### src/rtl/tt_query_arbiter_if.sv
// Bundle of the requester-side and TT-side signals around the query arbiter.
// The slave modport is the arbiter; the master modport is everything around it
// (the requesters and the TT core).
interface tt_query_arbiter_if #(
  parameter int N = 2
);
  logic [N-1:0]   req_valid;
  logic [N-1:0]   req_last;
  logic [4*N-1:0] req_src;
  logic [4*N-1:0] req_dst;
  logic [N-1:0]   req_ready;
  logic [N-1:0]   rsp_valid;
  logic [3:0]     rsp_cost;
  logic           rsp_err;
  logic           tt_in_valid;
  logic [3:0]     tt_source;
  logic [3:0]     tt_destination;
  logic           tt_out_valid;
  logic [3:0]     tt_cost;
  logic           busy;

  modport master (
    output req_valid, req_last, req_src, req_dst, tt_out_valid, tt_cost,
    input  req_ready, rsp_valid, rsp_cost, rsp_err,
    input  tt_in_valid, tt_source, tt_destination, busy
  );

  modport slave (
    input  req_valid, req_last, req_src, req_dst, tt_out_valid, tt_cost,
    output req_ready, rsp_valid, rsp_cost, rsp_err,
    output tt_in_valid, tt_source, tt_destination, busy
  );
endinterface

### src/rtl/tt_query_arbiter.sv
// Round-robin arbiter sharing one TT shortest-path core between N requesters.
// A granted requester's frame is forwarded to TT as one contiguous burst; the
// arbiter then waits (with a timeout) for TT's cost and returns it to the
// granted requester as a one-cycle strobe.
module tt_query_arbiter #(
  parameter int N       = 2,
  parameter int TIMEOUT = 1023
) (
  input logic              clk,
  input logic              rst,
  tt_query_arbiter_if.slave bus
);

  localparam int PW = (N > 2) ? 2 : 1;
  localparam logic [9:0] TMO_LIMIT = 10'(TIMEOUT);

  typedef enum logic [1:0] {IDLE, SEND, WAIT, RESP} state_t;

  state_t        state;
  logic [PW-1:0] gnt;
  logic [PW-1:0] ptr;
  logic [PW-1:0] pick;
  logic [9:0]    tmo;
  logic          trunc;
  logic          started;

  logic          sel_valid;
  logic          sel_last;
  logic [3:0]    sel_src;
  logic [3:0]    sel_dst;
  logic [N-1:0]  gnt_onehot;

  // Round-robin search: first valid requester starting just after ptr.
  always_comb begin
    int  idx;
    logic found;
    pick  = ptr;
    found = 1'b0;
    idx   = 0;
    for (int k = 1; k <= N; k++) begin
      idx = int'(ptr) + k;
      if (idx >= N) idx = idx - N;
      if (!found && bus.req_valid[idx]) begin
        pick  = PW'(idx);
        found = 1'b1;
      end
    end
  end

  // Mux out the granted requester's beat fields and its one-hot response lane.
  always_comb begin
    sel_valid  = bus.req_valid[gnt];
    sel_last   = bus.req_last[gnt];
    sel_src    = bus.req_src[{gnt, 2'b00} +: 4];
    sel_dst    = bus.req_dst[{gnt, 2'b00} +: 4];
    gnt_onehot = {{(N-1){1'b0}}, 1'b1} << gnt;
  end

  // Only the granted requester may hand over beats, and only while sending.
  always_comb begin
    bus.req_ready = '0;
    if (state == SEND) bus.req_ready[gnt] = 1'b1;
  end

  // Control FSM with registered TT and response outputs.
  always_ff @(posedge clk or posedge rst) begin
    if (rst) begin
      state              <= IDLE;
      gnt                <= '0;
      ptr                <= PW'(N - 1);
      tmo                <= '0;
      trunc              <= 1'b0;
      started            <= 1'b0;
      bus.rsp_valid      <= '0;
      bus.rsp_cost       <= '0;
      bus.rsp_err        <= 1'b0;
      bus.tt_in_valid    <= 1'b0;
      bus.tt_source      <= '0;
      bus.tt_destination <= '0;
      bus.busy           <= 1'b0;
    end else begin
      bus.tt_in_valid <= 1'b0;
      bus.rsp_valid   <= '0;
      case (state)
        IDLE: begin
          if (|bus.req_valid) begin
            gnt      <= pick;
            ptr      <= pick;
            started  <= 1'b0;
            bus.busy <= 1'b1;
            state    <= SEND;
          end
        end
        SEND: begin
          if (sel_valid) begin
            bus.tt_in_valid    <= 1'b1;
            bus.tt_source      <= sel_src;
            bus.tt_destination <= sel_dst;
            started            <= 1'b1;
            if (sel_last) begin
              tmo   <= '0;
              state <= WAIT;
            end
          end else if (started) begin
            trunc <= 1'b1;
            tmo   <= '0;
            state <= WAIT;
          end
        end
        WAIT: begin
          if (bus.tt_out_valid) begin
            bus.rsp_cost  <= bus.tt_cost;
            bus.rsp_err   <= trunc;
            bus.rsp_valid <= gnt_onehot;
            state         <= RESP;
          end else if (tmo == TMO_LIMIT) begin
            bus.rsp_cost  <= 4'hF;
            bus.rsp_err   <= 1'b1;
            bus.rsp_valid <= gnt_onehot;
            state         <= RESP;
          end else begin
            tmo <= tmo + 10'd1;
          end
        end
        RESP: begin
          trunc    <= 1'b0;
          bus.busy <= 1'b0;
          state    <= IDLE;
        end
        default: state <= IDLE;
      endcase
    end
  end

endmodule
### src/flat_wrapper.sv
// flat-port wrapper written by rule: the top's interface ports become plain ports
module tt_query_arbiter_flat 
#(
  parameter int N       = 2,
  parameter int TIMEOUT = 1023
)
  (clk, rst, bus_req_valid, bus_req_last, bus_req_src, bus_req_dst, bus_tt_out_valid, bus_tt_cost, bus_req_ready, bus_rsp_valid, bus_rsp_cost, bus_rsp_err, bus_tt_in_valid, bus_tt_source, bus_tt_destination, bus_busy);
  tt_query_arbiter_if #(.N(N)) bus_i ();
  input logic clk;
  input logic rst;
  input wire logic [$bits(bus_i.req_valid)-1:0] bus_req_valid;
  input wire logic [$bits(bus_i.req_last)-1:0] bus_req_last;
  input wire logic [$bits(bus_i.req_src)-1:0] bus_req_src;
  input wire logic [$bits(bus_i.req_dst)-1:0] bus_req_dst;
  input wire logic [$bits(bus_i.tt_out_valid)-1:0] bus_tt_out_valid;
  input wire logic [$bits(bus_i.tt_cost)-1:0] bus_tt_cost;
  output wire logic [$bits(bus_i.req_ready)-1:0] bus_req_ready;
  output wire logic [$bits(bus_i.rsp_valid)-1:0] bus_rsp_valid;
  output wire logic [$bits(bus_i.rsp_cost)-1:0] bus_rsp_cost;
  output wire logic [$bits(bus_i.rsp_err)-1:0] bus_rsp_err;
  output wire logic [$bits(bus_i.tt_in_valid)-1:0] bus_tt_in_valid;
  output wire logic [$bits(bus_i.tt_source)-1:0] bus_tt_source;
  output wire logic [$bits(bus_i.tt_destination)-1:0] bus_tt_destination;
  output wire logic [$bits(bus_i.busy)-1:0] bus_busy;
  assign bus_i.req_valid = bus_req_valid;
  assign bus_i.req_last = bus_req_last;
  assign bus_i.req_src = bus_req_src;
  assign bus_i.req_dst = bus_req_dst;
  assign bus_i.tt_out_valid = bus_tt_out_valid;
  assign bus_i.tt_cost = bus_tt_cost;
  assign bus_req_ready = bus_i.req_ready;
  assign bus_rsp_valid = bus_i.rsp_valid;
  assign bus_rsp_cost = bus_i.rsp_cost;
  assign bus_rsp_err = bus_i.rsp_err;
  assign bus_tt_in_valid = bus_i.tt_in_valid;
  assign bus_tt_source = bus_i.tt_source;
  assign bus_tt_destination = bus_i.tt_destination;
  assign bus_busy = bus_i.busy;
  tt_query_arbiter #(.N(N), .TIMEOUT(TIMEOUT)) u_core (.clk(clk), .rst(rst), .bus(bus_i));
endmodule
### config.mk
export PLATFORM = sky130hd
export DESIGN_NAME = tt_query_arbiter_flat
export DESIGN_NICKNAME = d
export VERILOG_FILES = /design/src/rtl/tt_query_arbiter_if.sv /design/src/rtl/tt_query_arbiter.sv /design/src/flat_wrapper.sv
export SDC_FILE = /design/constraint.sdc
export NUM_CORES = 1
export LEC_CHECK = 0
export CORE_MARGIN = 3
export CORE_UTILIZATION = 32
export CTS_CLUSTER_SIZE = 28
export DETAILED_ROUTE_END_ITERATION = 6
export GPL_TIMING_DRIVEN = 0
export PLACE_DENSITY = 0.55
export SLEW_MARGIN = 15
export SYNTH_ARGS = -nofsm -noshare
export SYNTH_HDL_FRONTEND = slang
export SYNTH_SLANG_ARGS = --single-unit
### constraint.sdc
create_clock -name clk -period 4.3 [get_ports clk]
set_input_delay 0.86 -clock clk [delete_from_list [all_inputs] [get_ports clk]]
set_output_delay 0.86 -clock clk [all_outputs]
set_load 0.02 [all_outputs]
## Word level (Yosys, flattened, before mapping)

Cells that the tools add are included.

| word-level totals | value |
|---|---|
| register bits | 33 |
| output and inout port bits | 19 |
| word-level logic and storage cells | 106 |
| input port bits | 27 |

| operators by class | value |
|---|---|
| eq/ne operators | 13 |
| add/subtract/negate cells | 5 |
| muxes and demuxes | 48 |
| shifts and indexed selects | 3 |
| reduce and logical (&&, ||, !) cells | 18 |
| $lt $le $gt $ge | 6 |

Operators by type and width:

| operator | count |
|---|---|
| 32-bit by 3-bit >= comparator with 1-bit output (second input constant) | 2 |
| 32-bit by 3-bit less-than comparator with 1-bit output (second input constant) | 2 |
| 32-bit 2-to-1 mux | 2 |
| 32-bit by 3-bit subtractor with 32-bit output (second input constant) | 2 |
| 10-bit 2-to-1 mux | 5 |
| 1-bit 2-to-1 mux | 23 |
| 2-bit 2-to-1 mux | 10 |
| 10-bit one-hot mux with 2 select lines | 1 |
| 8-bit by 4-bit variable part select with 4-bit output | 2 |
| 10-bit by 1-bit adder with 10-bit output (second input constant) | 1 |
| 10-bit equality test (second input constant) | 1 |
| 2-bit nonzero test | 5 |
| 4-bit 2-to-1 mux | 2 |
| 2-bit one-hot mux with 4 select lines | 1 |
| 2-bit AND reduction | 4 |
| 2-bit by 1-bit != test with 1-bit output (second input constant) | 3 |
| 2-bit != test (second input constant) | 3 |
| 1-bit one-hot mux with 2 select lines | 3 |
| 3-bit AND reduction | 2 |
| 5-bit AND reduction | 1 |
| 2-bit equality test (second input constant) | 2 |
| 4-bit AND reduction | 1 |
| 1-bit by 2-bit adder with 3-bit output (second input constant) | 1 |
| 3-bit by 1-bit != test with 1-bit output (second input constant) | 1 |
| other kinds (12) | 13 |

## Logic depth before layout (Yosys ltp)

Gate-level depths: netlist of run 1.

| logic depth | value |
|---|---|
| depth in word-level cells | 10 |
| mapped depth | 8 |
| mapped depth without buffers | 7 |

## Least setup slack after synthesis of run 1

No wires, ideal clock.

| path | value |
|---|---|
| path type | in2reg |
| start | input bus_req_valid[0] |
| end | register u_core.tmo[9] |
| slack | 1830 ps |
| library setup time | 69 ps |
| cell stages on the path | 7 |
| arrival time | 2402 ps |
| cell sequence | clkbuf_1 > mux2_2 > nor2_1 > or3_4 > buf_6 > or4b_1 > nand3_1 |

| between the ends | value |
|---|---|
| cells in the longest elaborated chain, start to end | 4 |

Ends and longest elaborated chain:

| item | line | text |
|---|---|---|
| start: declaration | flat_wrapper.sv:11 | `input wire logic [$bits(bus_i.req_valid)-1:0] bus_req_valid;` |
| 1-bit 2-to-1 mux (not written as such) (*) (2 in series) | tt_query_arbiter.sv:52 | `sel_valid = bus.req_valid[gnt];` |
| 3-bit by 1-bit != test with 1-bit output (no line) (tied with other cells) | - |  |
| 5-bit AND reduction (no line) or 10-bit one-hot mux with 2 select lines (tied branches) | - |  |
| end signal: assignment | tt_query_arbiter.sv:122 | `tmo <= tmo + 10'd1;` |
| end: declaration | tt_query_arbiter.sv:23 | `logic [9:0] tmo;` |

Every way passes the cells marked *; elsewhere a longest branch is shown, timed or not. The select of a mux whose other input is x is not followed.
A chain may end at the register's enable or synchronous reset.

## Final worst setup path of run 1

| path | value |
|---|---|
| start | register u_core.state[1] |
| end | output bus_req_ready[0] |

| between the ends | value |
|---|---|
| cells in the longest elaborated chain, start to end | 2 |

Ends and longest elaborated chain:

| item | line | text |
|---|---|---|
| start: declaration | tt_query_arbiter.sv:19 | `state_t state;` |
| start signal: assignment | tt_query_arbiter.sv:68 | `state <= IDLE;` |
| start signal: assignment | tt_query_arbiter.sv:91 | `state <= SEND;` |
| start signal: assignment | tt_query_arbiter.sv:102 | `state <= WAIT;` |
| 2-bit by 1-bit equality test with 1-bit output | tt_query_arbiter.sv:62 | `if (state == SEND) bus.req_ready[gnt] = 1'b1;` |
| 2-bit 2-to-1 mux | tt_query_arbiter.sv:62 |  |
| end: declaration | flat_wrapper.sv:17 | `output wire logic [$bits(bus_i.req_ready)-1:0] bus_req_ready;` |

Every way passes these cells.

==> impl_results.md, run 1 <==
- Status: finished, final reports clean
- TritonCTS clock tree: done
- # nets final: 263
- Ys flop type: dfrtp_1
- Rel. slew slack: 0.5281
- Most frequent cells in the layout: clkdlybuf4s50_1, dfrtp_1, nand2_1, o21ai_0, inv_1
- Post-synth net total: 212
- EDFF count, synth: 0
- VDD IR max: 0.0003401 V
- RR Endpoint: u_core.tmo[9]$_DFFE_PP0P_
- Pwr dens: 645.4 nW/um^2
- Clk network pwr share: 0.153
- Root buf cell: clkbuf_8
- Global-route wire length before repair: 6948 um
- Post_cts resized: 0
- Worst-path fanout max: 8
- Reg2reg path depth: 8
- Per-cell routed wire length: 13.03 um
- RSZ-0062 raised after global routing: false
- Total Wirelength: 3921 um
- CP required: 3440 ps
- Class of the tightest hold or removal check: register to register
- Synth Register Bits: 33
- Number of max-cap violations: 0
- Register area share after synthesis: 0.4738
- Via Count: 1446
- Internal Power: 0.9104 mW
- Ratio of final minimum period to clock period: 0.6506
- Clk pin slew, worst setup/hold paths: 70 ps
- Largest net degree at the start of global routing: 34
- Vias per cell: 4.804
- Hold depth: 2
- Switch share: 0.4022
- Achievable Freq: 0.3574 GHz
- Worst flop-to-flop path startpoint: u_core.state[1]$_DFFE_PP0P_
- Antenna fix cells: 0
- Post-route ant nets: 0
- Crit path launch type: register
- Die X: 79.86 um
- Starting Density: 0.3353
- Placed Instances: 293
- Worst slew pin tran: 706.8 ps
- Design Area, Final: 2360 um^2
- Row cnt: 26
- Average size of a mapped cell: 9.751 um^2
- Core Area: 5205 um^2
- Sequential power share: 0.336
- Largest stage delay on the critical path: 620 ps
- Post-Layout Cell Count: 301
- Slowest CP cell: clkdlybuf4s50_1
- Filler cell count: 539
- DRC viols: 0
- Switching power: 0.6125 mW
- Post-CTS Setup Bufs: 0
- Final Max Tran Viols: 0
- Fin crit period: 2798 ps
- Leak pwr: 1.010 nW
- Final setup viols: 0
- Initial DRC Count: 83
- Crit Path Class: register to primary output
- Pre-CTS setup slack: 1258 ps
- CP Cell Sequence: inv_1, ha_1, nor2b_1, clkdlybuf4s50_1
- Cell taking the most area after synthesis: dfrtp_1
- Clock Skew: 3.289 ps
- Worst Path Arrival: 1940 ps
- Final WS setup: 1502 ps
- CTS Buf Count: 5
- Top cells by area, synth: dfrtp_1, mux2i_1, nand2_1, o21ai_0, ha_1
- Core Util, Final: 0.4534
- Die height: 79.86 um
- CTS sink count: 33
- Congestion Overflow GR: 0
- Yosys top cell area share: 0.4588
- Most common cell after layout, fill and taps aside: clkdlybuf4s50_1
- Final hold vios: 0
- Layout cells sized above 1: 0.09091
- Fraction of registers with async set/reset: 1.000
- Yosys warning total: 0
- Library cells used by synthesis: 45
- Placed Area: 2273 um^2
- Vias in the first global route: 1455
- Port buffer count: 44
- Clock latency on the worst-skew pair: 290 ps
- Worst reg2reg setup slack: 1870 ps
- Hold path startpoint: u_core.bus.tt_source[2]$_DFFE_PP0N_
- Gr usage total: 0.1388
- Post-Synthesis Cells: 179
- Worst Hold Path EP: u_core.bus.tt_source[2]$_DFFE_PP0N_
- Final setup TNS: 0 ps
- Hold Buf Count CTS: 0
- Critical Path Sink Type: primary output
- Drt pass-1 iters: 4
- Global placer's final weighted congestion: 0.8094
- Final HPWL DP: 2801 um
- Htree depth: 2
- Logic gate share of total power: 0.511
- Initial antenna violation count: 0
- Deepest clock path buffer count: 2
- Area Growth Syn to Fin: 35.20%
- IO Pins: 46
- Cell area after synthesis: 1745 um^2
- Die area: 6377 um^2
[worst max-delay path, delay by kind of cell (launching register included)]
family	cells	cell delay [ps]
flops	1	420
fa+ha+maj	1	310
buf+inv	2	730
simple gates	1	200
[power by group through the flow]
stage                     Combinational (mW)  Sequential (mW)  Clock [mW]
after floorplan                        0.424            0.590           0
after global placement                 0.782            0.513           0
after detailed placement               0.789            0.517           0
after CTS                              0.791            0.514       0.245
after global routing                   0.868            0.534       0.262
final                                  0.778            0.512       0.233
[stage by stage]
step / hold slack, ps / power (mW)
after detailed placement: 472.8 / 1.306
after global routing: 514.4 / 1.664
final: 481.4 / 1.523
after CTS: 489.7 / 1.550
after global placement: 461.9 / 1.295
after floorplan: 481.8 / 1.014
[Yosys cell counts, types with 2 or more instances]
cell type / instances
o22a_1: 5
nand2_1: 23
buf_6: 2
nor2_1: 9
nand3_1: 7
a21oi_1: 9
o21ai_0: 16
nand2b_1: 3
and4_1: 2
mux2_2: 2
dfrtp_1: 32
or2_2: 2
clkbuf_1: 6
a31oi_1: 2
ha_1: 6
nor2b_1: 5
mux2i_1: 9
inv_1: 11
and3_1: 2
[registers in the layout, indices dropped and copies added, names as in the netlist, 2 cells and up]
name                       flops
u_core.bus.rsp_cost            4
u_core.bus.rsp_valid           2
u_core.bus.tt_destination      4
u_core.bus.tt_source           4
u_core.state                   2
u_core.tmo                    10
[logic make-up after synthesis]
logic type	synth area share
AND/OR/NAND/NOR	0.1971
AO/OA/AOI/OAI	0.1720
flip-flops	0.4738
buffers and inverters	0.04946
multiplexers	0.06452
adder cells (fa/ha/maj)	0.04301
[how the worst max path moves through the flow]
stage                                      startpoint                        end  slack [ps]
after floorplan                      bus_req_valid[0]  u_core.tmo[9]$_DFFE_PP0P_        1830
after global placement               bus_req_valid[1]  u_core.tmo[9]$_DFFE_PP0P_        1270
after detailed placement             bus_req_valid[1]  u_core.tmo[9]$_DFFE_PP0P_        1260
after CTS                 u_core.state[1]$_DFFE_PP0P_           bus_req_ready[0]        1470
after global routing      u_core.state[1]$_DFFE_PP0P_           bus_req_ready[0]        1370
final                     u_core.state[1]$_DFFE_PP0P_           bus_req_ready[0]        1500
[final cells by class]
class                           instances  area (um^2)  share of cell area
Multi-Input combinational cell        127        832.0              0.3526
Sequential cell                        33        827.0              0.3505
Timing Repair Buffer                   44        440.4              0.1866
Tap cell                               70        87.58             0.03712
Clock buffer                            5        68.82             0.02916
Buffer                                  8        45.04             0.01909
Inverter                               11        41.29             0.01750
Clock inverter                          3        17.52            0.007423
[per-layer routing]
metal  track usage  routed length [um]  vias to the layer above
met4       0.04054                  22                        0
li1              -                   -                      739
met3       0.05305                 298                        3
met2        0.2187                1804                       40
met1        0.1765                1796                      664
met5             0                   0                        -
No activity file was read; power rests on OpenSTA's default activity.
==> run 2, diff against run 1 <==
--- a/config.mk
+++ b/config.mk
@@ -10,7 +10,7 @@
 export CTS_CLUSTER_SIZE = 28
 export DETAILED_ROUTE_END_ITERATION = 6
 export GPL_TIMING_DRIVEN = 0
-export PLACE_DENSITY = 0.55
+export PLACE_DENSITY = 0.57
 export SLEW_MARGIN = 15
 export SYNTH_ARGS = -nofsm -noshare
 export SYNTH_HDL_FRONTEND = slang
==> constraint.sdc (replaced) <==
create_clock -name clk -period 2.4 [get_ports clk]
set_input_delay 0.48 -clock clk [delete_from_list [all_inputs] [get_ports clk]]
set_output_delay 0.48 -clock clk [all_outputs]
set_load 0.02 [all_outputs]
==> run 2 against run 1 <==
  * Clock power grew 140%
  * Routed wire length grew 0.64%
  * Register-to-register slack lost 1700 ps
  * Cell area grew 2.3%
  * Clock skew is essentially flat
  * Sequential cell count is the same
  * Highest routed layer unchanged
  * Count of clock-buffer cells in the layout grew 1
  * Critical path depth grew 4
  * Combinational power grew 84%
  * First-iteration DRC count shrank 39%
  * Cell count is the same
  * Die area is the same
==> impl_results.md, run 2 (synthesis results as in run 1) <==
- Status: finished, final reports clean
- Slowest CP cell: or4b_1
- VDD IR max: 0.0004771 V (+40%)
- Vias in the first global route: 1496 (+2.8%)
- Final Max Tran Viols: 0 (unchanged)
- Clk pin slew, worst setup/hold paths: 70 ps (about the same)
- Filler cell count: 537 (-0.37%)
- CP Cell Sequence: inv_2, ha_4, nor2b_1, a32o_2, or3_4, buf_6, or4b_1, nand3_1
- Vias per cell: 4.957 (+3.2%)
- Deepest clock path buffer count: 2 (unchanged)
- Initial DRC Count: 51 (-39%)
- Largest reg by FF count: u_core.tmo
- Most frequent cells in the layout: clkdlybuf4s50_1, dfrtp_1, nand2_1, o21ai_0
- Global placer's final weighted congestion: 0.7519 (-7.1%)
- Gr usage total: 0.1377 (-0.001049)
- Hold Buf Count CTS: 0 (unchanged)
- Via Count: 1492 (+3.2%)
- Initial antenna violation count: 0 (unchanged)
- Starting Density: 0.3353 (unchanged)
- RSZ-0062 raised after global routing: false
- Clock Skew: 3.505 ps (+0.2160 ps)
- Worst Hold Path EP: u_core.bus.tt_source[1]$_DFFE_PP0N_
- Ratio of final minimum period to clock period: 0.9456
- Worst flop-to-flop path startpoint: u_core.state[1]$_DFFE_PP0P_
- Core Util, Final: 0.4639 (+0.01058)
- Htree depth: 2 (unchanged)
- Hold depth: 2 (unchanged)
- Core Area: 5205 um^2 (unchanged)
- CP startpoint: u_core.state[1]$_DFFE_PP0P_
- Fin crit period: 2269 ps
- Congestion Overflow GR: 0 (unchanged)
- Worst reg2reg setup slack: 130 ps (-1740 ps)
- Final HPWL DP: 2814 um (+0.47%)
- Die X: 79.86 um (unchanged)
- Total Wirelength: 3946 um (+0.64%)
- Number of max-cap violations: 0 (unchanged)
- Final setup viols: 0 (unchanged)
- RR Endpoint: u_core.tmo[9]$_DFFE_PP0P_
- Worst hold slack: 480.3 ps (-1.086 ps)
- Kind of cell adding the most delay to the critical path: simple AND/OR/NAND/NOR gates
- Hold path startpoint: u_core.bus.tt_source[1]$_DFFE_PP0N_
- IO Pins: 46 (unchanged)
- Crit Path Class: register to register
- Global-route wire length before repair: 6913 um (-0.50%)
- Worst Path Arrival: 2490 ps (+550 ps)
- Die area: 6377 um^2 (unchanged)
- CTS Buf Count: 5 (unchanged)
- CP required: 2620 ps (-820 ps)
- Achievable Freq: 0.4406 GHz
- # nets final: 263 (unchanged)
- Per-cell routed wire length: 13.11 um (+0.64%)
- Area Growth Syn to Fin: 38.35%
- CTS sink count: 33 (unchanged)
- Rel. slew slack: 0.5262 (-0.001908)
- Class of the tightest hold or removal check: register to register
- Drt pass-1 iters: 4 (unchanged)
- Row cnt: 26 (unchanged)
- Port buffer count: 44 (unchanged)
- Leak pwr: 1.051 nW (+4.1%)
- Crit path launch type: register
- Critical Path Sink Type: register
- Root buf cell: clkbuf_8
- Pwr dens: 1200 nW/um^2 (+86%)
- Post-route ant nets: 0 (unchanged)
- Max reg flops: 10 (unchanged)
- TritonCTS clock tree: done
- Clock latency on the worst-skew pair: 280 ps (about the same)
- Final hold vios: 0 (unchanged)
- Worst slew pin tran: 709.6 ps (+2.858 ps)
- Largest net degree at the start of global routing: 34 (unchanged)
- Worst path bufs/invs: 2 (unchanged)
- Reg2reg path depth: 8 (unchanged)
- Worst-path fanout max: 8 (unchanged)
- Die height: 79.86 um (unchanged)
- DRC viols: 0 (unchanged)
- Antenna fix cells: 0 (unchanged)
- Largest stage delay on the critical path: 490 ps (-130 ps)
- Layout cells sized above 1: 0.1039 (+0.01299)
- Most common cell after layout, fill and taps aside: clkdlybuf4s50_1
run 2: tightest hold or removal path, stage by stage (launching register included):
cell	delay [ps]
dfrtp_1	350
nand2_1	40
o21ai_0	60
run 2: routing by layer:
metal,track usage,routed length (um)
met1,0.1642,1849
met2,0.2304,1796
met4,0.05068,63
met5,0,0
met3,0.04515,236
run 2: through the flow:
stage	TNS (ps)	setup WS (ps)	cells	area, um^2	power (mW)
global route	0	12.88	301	2415	3.128
detailed placement	-705.9	-246.2	293	2273	2.345
floorplan	0	55.03	179	1745	1.817
CTS	0	2.442	301	2396	2.915
finish	0	130.6	301	2415	2.897
global placement	-548.7	-231.9	293	2273	2.335
run 2: repair_timing:
action | in CTS | in global routing
gates resized for setup | 1 | 4
setup buffers | 0 | 1
gates cloned | 0 | 0
pin swaps | 0 | 1
setup endpoints to repair | 3 | 4
run 2: cell type report:
class	count	area [um^2]	share of cell area
Clock inverter	2	37.54	0.01554
Tap cell	70	87.58	0.03627
Multi-Input combinational cell	127	844.6	0.3497
Sequential cell	33	827.0	0.3425
Inverter	11	41.29	0.01710
Clock buffer	6	82.58	0.03420
Timing Repair Buffer	45	452.9	0.1876
Buffer	7	41.29	0.01710
run 2: how the worst max path moves through the flow:
stage / depth (start not counted) / to / slack (ps)
after global placement: 7 / u_core.tmo[9]$_DFFE_PP0P_ / -230
final: 8 / u_core.tmo[9]$_DFFE_PP0P_ / 130
after floorplan: 8 / u_core.tmo[9]$_DFFE_PP0P_ / 60
after global routing: 8 / u_core.tmo[9]$_DFFE_PP0P_ / 10
after detailed placement: 7 / u_core.tmo[9]$_DFFE_PP0P_ / -250
after CTS: 4 / bus_req_ready[0] / 2
run 2: power breakdown:
group          leakage (nW)  switching [mW]  total, mW  internal (mW)
logic                 0.577           0.753       1.43          0.674
registers             0.417           0.145      0.919          0.775
clock network        0.0574           0.214      0.551          0.338
total                  1.05            1.11       2.90           1.79
